`src/rtl/spi_driver_if.sv`:
```
// rtl/spi_driver_if.sv - byte-stream handshake and SPI pin bundle for spi_driver
interface spi_driver_if;
  logic       tx_valid_i;
  logic [7:0] tx_data_i;
  logic       tx_last_i;
  logic       tx_ready_o;
  logic       rx_valid_o;
  logic [7:0] rx_data_o;
  logic       busy_o;
  logic       spi_sck_o;
  logic       spi_cs_no;
  logic       spi_tx_o;
  logic       spi_rx_i;

  modport master (
    output tx_valid_i, tx_data_i, tx_last_i, spi_rx_i,
    input  tx_ready_o, rx_valid_o, rx_data_o, busy_o, spi_sck_o, spi_cs_no, spi_tx_o
  );

  modport slave (
    input  tx_valid_i, tx_data_i, tx_last_i, spi_rx_i,
    output tx_ready_o, rx_valid_o, rx_data_o, busy_o, spi_sck_o, spi_cs_no, spi_tx_o
  );
endinterface

```
`src/rtl/spi_driver.sv`:
```
// rtl/spi_driver.sv - mode-0 MSB-first SPI master framing a byte stream under one CS_N
module spi_driver #(
  parameter int CLK_MHZ = 64,
  parameter int SCK_MHZ = 24
) (
  input  logic        clk_i,
  input  logic        reset_ni,
  spi_driver_if.slave bus
);

  localparam int HALF_RAW = (CLK_MHZ + 2 * SCK_MHZ - 1) / (2 * SCK_MHZ);
  localparam int HALF     = (HALF_RAW < 1) ? 1 : HALF_RAW;
  localparam int CW       = $clog2(2 * HALF + 1);
  localparam logic [CW-1:0] HALF_END = CW'(HALF - 1);
  localparam logic [CW-1:0] GAP_END  = CW'(2 * HALF - 1);

  typedef enum logic [2:0] {IDLE, SETUP, HIGH, LOW, NEXT, HOLD, GAP} state_t;

  state_t        state;
  logic [CW-1:0] cnt;
  logic [3:0]    bit_cnt;
  logic [7:0]    tx_sr;
  logic [7:0]    rx_sr;
  logic          last_q;
  logic          tx_ready;
  logic          rx_valid;
  logic [7:0]    rx_data;
  logic          busy;
  logic          sck;
  logic          cs_n;
  logic          pico;
  logic          cnt_done;
  logic          handshake;

  assign cnt_done  = (cnt == HALF_END);
  assign handshake = bus.tx_valid_i && tx_ready;

  always_ff @(posedge clk_i or negedge reset_ni) begin
    if (!reset_ni) begin
      state    <= IDLE;
      cnt      <= '0;
      bit_cnt  <= '0;
      tx_sr    <= '0;
      rx_sr    <= '0;
      last_q   <= 1'b0;
      tx_ready <= 1'b1;
      rx_valid <= 1'b0;
      rx_data  <= '0;
      busy     <= 1'b0;
      sck      <= 1'b0;
      cs_n     <= 1'b1;
      pico     <= 1'b0;
    end else begin
      rx_valid <= 1'b0;
      cnt      <= cnt + 1'b1;
      unique case (state)
        IDLE, NEXT: begin
          // Loading straight into SETUP keeps the inter-byte gap to one setup period.
          if (handshake) begin
            tx_sr    <= bus.tx_data_i;
            last_q   <= bus.tx_last_i;
            pico     <= bus.tx_data_i[7];
            cs_n     <= 1'b0;
            busy     <= 1'b1;
            tx_ready <= 1'b0;
            bit_cnt  <= '0;
            cnt      <= '0;
            state    <= SETUP;
          end else begin
            cnt <= '0;
          end
        end
        SETUP: begin
          if (cnt_done) begin
            sck     <= 1'b1;
            rx_sr   <= {rx_sr[6:0], bus.spi_rx_i};
            bit_cnt <= bit_cnt + 1'b1;
            cnt     <= '0;
            state   <= HIGH;
          end
        end
        HIGH: begin
          if (cnt_done) begin
            sck <= 1'b0;
            cnt <= '0;
            if (bit_cnt == 4'd8) begin
              rx_valid <= 1'b1;
              rx_data  <= rx_sr;
              state    <= last_q ? HOLD : LOW;
            end else begin
              tx_sr <= {tx_sr[6:0], 1'b0};
              pico  <= tx_sr[6];
              state <= LOW;
            end
          end
        end
        LOW: begin
          if (cnt_done) begin
            cnt <= '0;
            if (bit_cnt == 4'd8) begin
              tx_ready <= 1'b1;
              state    <= NEXT;
            end else begin
              sck     <= 1'b1;
              rx_sr   <= {rx_sr[6:0], bus.spi_rx_i};
              bit_cnt <= bit_cnt + 1'b1;
              state   <= HIGH;
            end
          end
        end
        HOLD: begin
          if (cnt_done) begin
            cs_n  <= 1'b1;
            cnt   <= '0;
            state <= GAP;
          end
        end
        GAP: begin
          // Minimum deselect time before another frame may start.
          if (cnt == GAP_END) begin
            pico     <= 1'b0;
            busy     <= 1'b0;
            tx_ready <= 1'b1;
            cnt      <= '0;
            state    <= IDLE;
          end
        end
        default: begin
          state <= IDLE;
        end
      endcase
    end
  end

  assign bus.tx_ready_o = tx_ready;
  assign bus.rx_valid_o = rx_valid;
  assign bus.rx_data_o  = rx_data;
  assign bus.busy_o     = busy;
  assign bus.spi_sck_o  = sck;
  assign bus.spi_cs_no  = cs_n;
  assign bus.spi_tx_o   = pico;

endmodule

```
`src/flat_wrapper.sv`:
```
// flat-port wrapper written by rule: the top's interface ports become plain ports
module spi_driver_flat 
#(
  parameter int CLK_MHZ = 64,
  parameter int SCK_MHZ = 24
)
  (clk_i, reset_ni, bus_tx_valid_i, bus_tx_data_i, bus_tx_last_i, bus_spi_rx_i, bus_tx_ready_o, bus_rx_valid_o, bus_rx_data_o, bus_busy_o, bus_spi_sck_o, bus_spi_cs_no, bus_spi_tx_o);
  spi_driver_if bus_i ();
  input  logic clk_i;
  input  logic reset_ni;
  input wire logic [$bits(bus_i.tx_valid_i)-1:0] bus_tx_valid_i;
  input wire logic [$bits(bus_i.tx_data_i)-1:0] bus_tx_data_i;
  input wire logic [$bits(bus_i.tx_last_i)-1:0] bus_tx_last_i;
  input wire logic [$bits(bus_i.spi_rx_i)-1:0] bus_spi_rx_i;
  output wire logic [$bits(bus_i.tx_ready_o)-1:0] bus_tx_ready_o;
  output wire logic [$bits(bus_i.rx_valid_o)-1:0] bus_rx_valid_o;
  output wire logic [$bits(bus_i.rx_data_o)-1:0] bus_rx_data_o;
  output wire logic [$bits(bus_i.busy_o)-1:0] bus_busy_o;
  output wire logic [$bits(bus_i.spi_sck_o)-1:0] bus_spi_sck_o;
  output wire logic [$bits(bus_i.spi_cs_no)-1:0] bus_spi_cs_no;
  output wire logic [$bits(bus_i.spi_tx_o)-1:0] bus_spi_tx_o;
  assign bus_i.tx_valid_i = bus_tx_valid_i;
  assign bus_i.tx_data_i = bus_tx_data_i;
  assign bus_i.tx_last_i = bus_tx_last_i;
  assign bus_i.spi_rx_i = bus_spi_rx_i;
  assign bus_tx_ready_o = bus_i.tx_ready_o;
  assign bus_rx_valid_o = bus_i.rx_valid_o;
  assign bus_rx_data_o = bus_i.rx_data_o;
  assign bus_busy_o = bus_i.busy_o;
  assign bus_spi_sck_o = bus_i.spi_sck_o;
  assign bus_spi_cs_no = bus_i.spi_cs_no;
  assign bus_spi_tx_o = bus_i.spi_tx_o;
  spi_driver #(.CLK_MHZ(CLK_MHZ), .SCK_MHZ(SCK_MHZ)) u_core (.clk_i(clk_i), .reset_ni(reset_ni), .bus(bus_i));
endmodule
```
`config.mk`:
```
export PLATFORM = sky130hd
export DESIGN_NAME = spi_driver_flat
export DESIGN_NICKNAME = d
export VERILOG_FILES = /design/src/rtl/spi_driver_if.sv /design/src/rtl/spi_driver.sv /design/src/flat_wrapper.sv
export SDC_FILE = /design/constraint.sdc
export NUM_CORES = 1
export LEC_CHECK = 0
export ABC_AREA = 1
export CORE_UTILIZATION = 50
export CTS_CLUSTER_SIZE = 8
export DETAILED_ROUTE_END_ITERATION = 8
export GPL_ROUTABILITY_DRIVEN = 0
export HOLD_SLACK_MARGIN = 0.06
export PLACE_DENSITY = 0.73
export SETUP_SLACK_MARGIN = 0.15
export SLEW_MARGIN = 20
export SYNTH_ARGS = -nofsm -noshare
export SYNTH_HDL_FRONTEND = slang
export SYNTH_SLANG_ARGS = --single-unit
```
`constraint.sdc`:
```
create_clock -name clk_i -period 2.97 [get_ports clk_i]
set_input_delay 0.594 -clock clk_i [delete_from_list [all_inputs] [get_ports clk_i]]
set_output_delay 0.594 -clock clk_i [all_outputs]
set_load 0.05 [all_outputs]
```
Word level (Yosys, flattened, before mapping)
Cells that the tools add are included.
Widths: inputs -> output; s select.
{"block": "word_totals", "reg_bits": 40, "input_bits": 13, "out_inout_bits": 14, "wordCells": 103}
{"block": "op_classes", "add_sub_neg": 2, "n_eq_ne": 18, "mux": 47, "n_reduce_logical": 23}
{"cell": "$mux 3", "count": 11}
{"cell": "$mux 8", "count": 3}
{"cell": "$mux 7", "count": 3}
{"cell": "$reduce_and 5->1", "count": 4}
{"cell": "$pmux 3 s6", "count": 1}
{"cell": "$mux 1", "count": 16}
{"cell": "$mux 4", "count": 4}
{"cell": "$pmux 8 s2", "count": 1}
{"cell": "$ne 2x1->1 const B", "count": 7}
{"cell": "$pmux 7 s2", "count": 1}
{"cell": "$pmux 4 s3", "count": 1}
{"cell": "$reduce_bool 3->1", "count": 4}
{"cell": "$eq 3x2->1 const B", "count": 3}
{"cell": "$eq 3x3->1 const B", "count": 3}
{"cell": "$pmux 1 s3", "count": 3}
{"cell": "$pmux 3 s3", "count": 1}
{"cell": "$reduce_and 3->1", "count": 3}
{"cell": "$reduce_and 4->1", "count": 2}
{"cell": "$reduce_bool 2->1", "count": 4}
{"cell": "$eq 3x1->1 const B", "count": 2}
{"cell": "$reduce_and 6->1", "count": 1}
{"cell": "$add 4x1->4 const B", "count": 1}
{"cell": "$eq 4x4->1 const B", "count": 1}
{"cell": "$ne 2x2->1 const B", "count": 2}
{"cell": "7 further kinds", "count": 8}

Logic depth before layout (Yosys ltp)
{"block": "logic_depth", "depth_word": 4, "mapped_depth": 10}

Worst setup path before layout
OpenSTA, ideal clock, no wires.
{"block": "synth_path", "path_type": "flip-flop to flip-flop", "startpoint": "register u_core.bit_cnt[0]", "endpoint": "register u_core.rx_data[4] (netlist: u_core.bus.rx_data_o[4])", "t_arrival_ns": 1.319, "t_required_ns": 2.851, "path_slack_ns": 1.532, "stages_incl_launch_ff": 11, "n_path_buf": 1, "period_less_slack_ns": 1.438, "cell_sequence": "dfrtp_1 inv_1 ha_1 nand2_1 nor2_4 inv_1 nor2_4 nand2_4 buf_6 nand2_2 o21ai_2"}
{"block": "synth_via", "elab_chain_cells": 2}
{"element": "from (decl)", "line": "spi_driver.sv:21", "rtl": "logic [3:0] bit_cnt;"}
{"element": "from (signal assigned)", "line": "spi_driver.sv:77", "rtl": "bit_cnt <= bit_cnt + 1'b1;"}
{"element": "from (signal assigned)", "line": "spi_driver.sv:106", "rtl": "bit_cnt <= bit_cnt + 1'b1;"}
{"element": "$eq 4x4->1", "line": "spi_driver.sv:86", "rtl": "if (bit_cnt == 4'd8) begin"}
{"element": "$reduce_and 3->1 (no line)"}
{"element": "to (signal assigned)", "line": "spi_driver.sv:88", "rtl": "rx_data <= rx_sr;"}
{"element": "to (decl)", "line": "spi_driver.sv:27", "rtl": "logic [7:0] rx_data;"}
No other way between the ends.
A chain may end at the register's enable or synchronous reset.

Final worst setup path
{"block": "layout_path", "startpoint": "register u_core.tx_ready (netlist: u_core.bus.tx_ready_o)", "endpoint": "output port bus_tx_ready_o"}
{"element": "from (decl)", "line": "spi_driver.sv:25", "rtl": "logic tx_ready;"}
{"element": "from (signal assigned)", "line": "spi_driver.sv:46", "rtl": "tx_ready <= 1'b1;"}
{"element": "from (signal assigned)", "line": "spi_driver.sv:65", "rtl": "tx_ready <= 1'b0;"}
{"element": "from (signal assigned)", "line": "spi_driver.sv:101", "rtl": "tx_ready <= 1'b1;"}
{"element": "to (decl)", "line": "flat_wrapper.sv:15", "rtl": "output wire logic [$bits(bus_i.tx_ready_o)-1:0] bus_tx_ready_o;"}
No word-level cell between the ends.

==> impl_results.md <==
- Vias in the first global route: 1478
- Synth cell types: 24
- ANT cells: 0
- Combinational Power Share: 3.0%
- Worst-Margin Slew: 0.866 ns
- DR vias: 1678
- R2r setup slk: 1.30 ns
- Htree depth: 2
- Buf+Inv Stages, Crit Path: 1
- F_max: 445 MHz
- Maximum clock insertion buffer count: 2
- Clock power frac: 44.5%
- Setup_tns: 0 ns
- Net Sw Frac: 19.6%
- WS Path Type: flip-flop to output port
- Cell count after synthesis: 254
- Remaining antenna violation count: 0
- RSZ-0062 raised after global routing: no
- NetSw: 0.204 mW
- Detailed-route wire length per cell: 11.7 µm
- Post-CTS setup buffer count: 0
- Final setup fails: 0
- Fillers: 370
- Mean number of vias per cell: 5.02
- First-pass GRT wire length: 6500 µm
- DP Wirelength: 2800 µm
- Total Wirelength: 3890 µm
- Synth area leader: dfrtp_1
- Initial antenna violation count: 0
- RR Endpoint: u_core.tx_sr[0]$_DFFE_PN0P_
- Internal power: 0.835 mW
- Worst r2r src: u_core.state[0]$_DFFE_PN0P_
- Pwr per Cell Area: 415 nW/µm²
- Ys Warns: 0
- CTS clk-pin slew, worst paths: 0.07 ns
- Commonest non-fill, non-tap cells in the layout: nand2_1 (94), dfrtp_1 (38), inv_1 (25), clkdlybuf4s50_1 (25), nand3_1 (20)
- Row count: 23
- Status: complete, no violations
- Critical-path top delay cell: clkdlybuf4s50_1
- Hold Vio Cnt, Final: 0
- Slew headroom: 42.3%
- Post-synthesis sequential area ratio: 47.6%
- Hold/Removal Path Class: input port to asynchronous set/reset pin
- Share of layout cells above drive strength 1: 16.2%
- Die Y: 66.9 µm
- Area grow syn2layout: 18.6%
- Fin crit period: 2.25 ns
- Leak pwr: 1.25 nW
- Critical path's top delay family: buffers and inverters
- Largest net degree at the start of global routing: 41
- Critical Path AT: 1.65 ns
- Fin. max-slew vios: 0
- Cts hold-fix bufs: 0
- Setup crit end kind: output port
- Critical-path cell list: clkdlybuf4s50_1
- Cell Area, Synth: 2110 µm²
- VDD IR-drop max: 302 µV
- Final period util: 75.6%
- Worst r2r path cells: 8
- Clk_skew: 0.00763 ns
- Max cap viols: 0
- GRT overflow: 0
- Crit path launch type: flip-flop
- CTS resizes: 0
- Final Total Pwr: 1.04 mW
- Core Area: 4030 µm²
- TritonRoute pass-1 iters: 4
- DRT iter0 DRCs: 118
- Post-synth top area share: 45.1%
- Clock Sink Count: 40
- Syn nets: 273
- Port Buffers: 26
- Die ar.: 4480 µm²
- CP Max Fanout: 4
- Worst path max stage delay: 0.81 ns
- Count of state elements after synthesis: 40
- Io pins: 27
- CTS Root Cell: clkbuf_8
- Main area contributors after synthesis: dfrtp_1 (45%), nand2_1 (17%), o21ai_2 (6.2%)
- Seq pwr share: 52.5%
- Syn avg cell area: 8.30 µm²
- Initial core utilization: 52.3%
- TritonCTS buffer count: 5
- Most common cell after layout, fill and taps aside: nand2_1
- DR DRC count: 0
- Layout net count: 302
- Total track usage: 20.0%
- CTS tree: built
- WP data required: 2.38 ns
- Die W: 66.9 µm
- Worst skew pair latency: 0.29 ns
[flip-flops by register name, indices dropped and copies added (netlist names)]
name / count
u_core.rx_sr: 8
u_core.tx_sr: 7
u_core.bus.rx_valid_o: 1
u_core.bus.rx_data_o: 8
u_core.bus.tx_ready_o: 1
u_core.bus.busy_o: 1
u_core.last_q: 1
u_core.cnt: 3
u_core.bus.spi_tx_o: 1
u_core.state: 3
u_core.bit_cnt: 4
u_core.bus.spi_cs_no: 1
u_core.bus.spi_sck_o: 1
[cells by family after synthesis]
logic type	count (synthesis)	share of synthesized area [%]
fa+ha+maj	6	3.56
compound gates	31	10.3
simple gates	145	30.9
flops	40	47.6
xor+xnor	1	0.416
buf+inv	31	7.30
[Yosys cell counts]
library cell,number
o21ai_0,12
nand3b_1,1
nor2_2,2
inv_1,25
nor2_1,13
nand2_1,94
nor2_4,3
dfstp_2,2
dfrtp_1,38
buf_2,1
ha_1,6
nor3_4,1
a21oi_1,1
o21ai_1,1
inv_4,2
nand2_4,2
nand2_2,9
a21oi_2,1
buf_12,1
xor2_1,1
buf_6,2
nand3_1,20
o22ai_1,1
o21ai_2,15
[worst max-delay path by stage]
stage | startpoint | endpoint | slack, ns | cells after the start
detailed placement | u_core.bus.tx_ready_o$_DFFE_PN1P_ | bus_tx_ready_o | 1.04 | 1
finish | u_core.bus.tx_ready_o$_DFFE_PN1P_ | bus_tx_ready_o | 0.72 | 1
global route | u_core.bus.tx_ready_o$_DFFE_PN1P_ | bus_tx_ready_o | 0.68 | 1
floorplan | u_core.bit_cnt[0]$_DFFE_PN0P_ | u_core.bus.rx_data_o[4]$_DFFE_PN0P_ | 1.53 | 10
global placement | u_core.bus.tx_ready_o$_DFFE_PN1P_ | bus_tx_ready_o | 1.05 | 1
CTS | u_core.bus.tx_ready_o$_DFFE_PN1P_ | bus_tx_ready_o | 0.71 | 1
[per-layer routing]
layer  routed length, µm  up-vias  global-route usage, %
li1                    -      853                      -
met1                1780      775                   25.0
met2                1820       45                   31.7
met3                 234        5                   5.99
met4                  63        0                   9.04
met5                   0        -                      0
[power by group through the flow]
stage / sequential [mW] / clock, mW / combinational, mW
3_3_place_gp: 0.556 / 0 / 0.0325
6_report: 0.545 / 0.462 / 0.0312
4_1_cts: 0.545 / 0.475 / 0.0327
3_5_place_dp: 0.556 / 0 / 0.0325
5_1_grt: 0.545 / 0.494 / 0.0359
2_1_floorplan: 0.556 / 0 / 0.00559
[cell type report]
class | instances | area [µm²] | share of cell area [%]
tap | 50 | 62.6 | 2.50
clock buffer | 6 | 82.6 | 3.30
multi-input combinational | 183 | 951 | 38.0
clock inverter | 2 | 38.8 | 1.55
sequential | 40 | 1000 | 40.1
inverter | 27 | 106 | 4.25
timing repair buffer | 26 | 255 | 10.2
[per-stage QoR]
step           hold WS (ns)  cells  setup WS, ns  util (%)  instance area (µm²)
2_1_floorplan         0.298    254          1.53         -                 2110
3_5_place_dp          0.465    326          1.04      59.0                 2380
4_1_cts               0.451    334         0.707      62.0                 2500
3_3_place_gp          0.454    326          1.05      59.0                 2380
5_1_grt               0.483    334         0.680      62.0                 2500
6_report              0.409    334         0.725      62.0                 2500
Note: power is estimated with default switching activity, not from simulation.
==> edit, RTL diff (same settings) <==
`SCK_MHZ` is set to 24 in 2 places; all go to 48.
--- a/src/rtl/spi_driver.sv
+++ b/src/rtl/spi_driver.sv
@@ -1,7 +1,7 @@
 // rtl/spi_driver.sv - mode-0 MSB-first SPI master framing a byte stream under one CS_N
 module spi_driver #(
   parameter int CLK_MHZ = 64,
-  parameter int SCK_MHZ = 24
+  parameter int SCK_MHZ = 48
 ) (
   input  logic        clk_i,
   input  logic        reset_ni,
--- a/src/flat_wrapper.sv
+++ b/src/flat_wrapper.sv
@@ -2,7 +2,7 @@
 module spi_driver_flat 
 #(
   parameter int CLK_MHZ = 64,
-  parameter int SCK_MHZ = 24
+  parameter int SCK_MHZ = 48
 )
   (clk_i, reset_ni, bus_tx_valid_i, bus_tx_data_i, bus_tx_last_i, bus_spi_rx_i, bus_tx_ready_o, bus_rx_valid_o, bus_rx_data_o, bus_busy_o, bus_spi_sck_o, bus_spi_cs_no, bus_spi_tx_o);
   spi_driver_if bus_i ();
Function: changed (Yosys sat finds a counterexample within 4 cycles, from zero or initial values and one cycle with reset_ni low).
==> edit against the original RTL <==
- final area shrank 6.7%
- synthesized area decreased by 7.4%
- sequential cell count is 1 lower
- total power decreased by 3.3%
- sequential power decreased by 2%
- critical path depth stayed put
- clock skew decreased by 4.2 ps
- worst setup slack got worse by 1.4 ps
- wire length fell by 1.8%
- die area down 7.1%
==> edit: results (changes against the original RTL) <==
stage	metric	value	unit	change
run_status	status	complete, no violations		
detailed_routing	vias_per_cell	5.12		+1.9%
global_route	grt_usage	0.212		+0.0118
clocking	path_clk_slew	80	ps	
detailed_routing	vias	1628		-3.0%
final_layout	drive_above_1_share	0.107		-0.0546
yosys	ys_ff_latch	39		-2.5%
final_layout	layout.nonclk_buf_frac	0.109		+0.00728
yosys	avgSynthCellArea	8.07	um2	-2.8%
final_layout	multi_input_area	833	um2	-12%
global_route	grt_max_degree	40		-2.4%
yosys	yosysSeqAreaShare	0.501		+0.0250
global_route	grt_pass1_vias	1544		+4.5%
sta	fmax	0.445	GHz	about the same
final_layout	fin_nets	287		-5.0%
placement	hpwl	2740	um	-2.2%
final_layout	final_util	0.628		+0.00745
detailed_routing	dr.first_iter.drc_count	108		-8.5%
global_route	antenna_found_initial	0		unchanged
detailed_routing	post_drt_wl_per_cell	12.0	um	+3.2%
power_and_ir_drop	vdd_ir_drop_max	0.353	mV	+17%
yosys	synth.distinct_cells	23		-4.2%
placement	placed_area	0.00222	mm2	-6.6%
placement	dp.cells	310		-4.9%
global_route	grt_first_pass_wirelength	6780	um	+4.2%
final_layout	final-clk-cell-share	0.0483		-0.000291
sta	slew_headroom	0.431		+0.00798
worst_setup_path	r2r_end	u_core.bus.rx_data_o[6]		
sta	fin_skew	3.41	ps	-4.22 ps
final_layout	inv_count	25		-7.4%
yosys	synthCells	242		-4.7%
final_layout	antennaDiodeCount	0		unchanged
placement	dp_slack	1050	ps	+8.93 ps
power_and_ir_drop	p_leak	1.11	nW	-12%
yosys	yosys-top-cells-count	nand2_1, dfrtp_1, o21ai_0		
worst_setup_path	reg2reg_depth	5		-3
final_layout	fillers	364		-1.6%
final_layout	seq_area	978	um2	-2.5%
sta	hold_ws	401	ps	-7.66 ps
yosys	ys_top_cells_by_area	dfrtp_1, nand2_1, o21ai_0		
final_layout	nMultiInputCombCells	172		-6.0%
final_layout	num-clock-buffers	5		-1
## edit: report_power, final
| part | internal (mW) | total (mW) | switching, mW |
|---|---|---|---|
| sequential | 0.531 | 0.532 | 0.000184 |
| clock | 0.250 | 0.444 | 0.194 |
| combinational | 0.0148 | 0.0288 | 0.0140 |
| total | 0.796 | 1.00 | 0.208 |
## edit: cell families (layout without fill, tap and decap cells)
family / count (synthesis) / in the layout / share of synthesized area
flops: 39 / 39 / 0.501
simple gates: 124 / 124 / 0.277
compound gates: 42 / 42 / 0.111
fa+ha+maj: 5 / 5 / 0.0320
buf+inv: 31 / 59 / 0.0724
mux: 1 / 1 / 0.00577
## edit: metal layers
layer,routed length (um),track usage,vias to the layer above
met5,0,0,-
met4,61,0.0944,0
met3,190,0.0599,8
met2,1790,0.345,40
met1,1780,0.261,749
li1,-,-,831
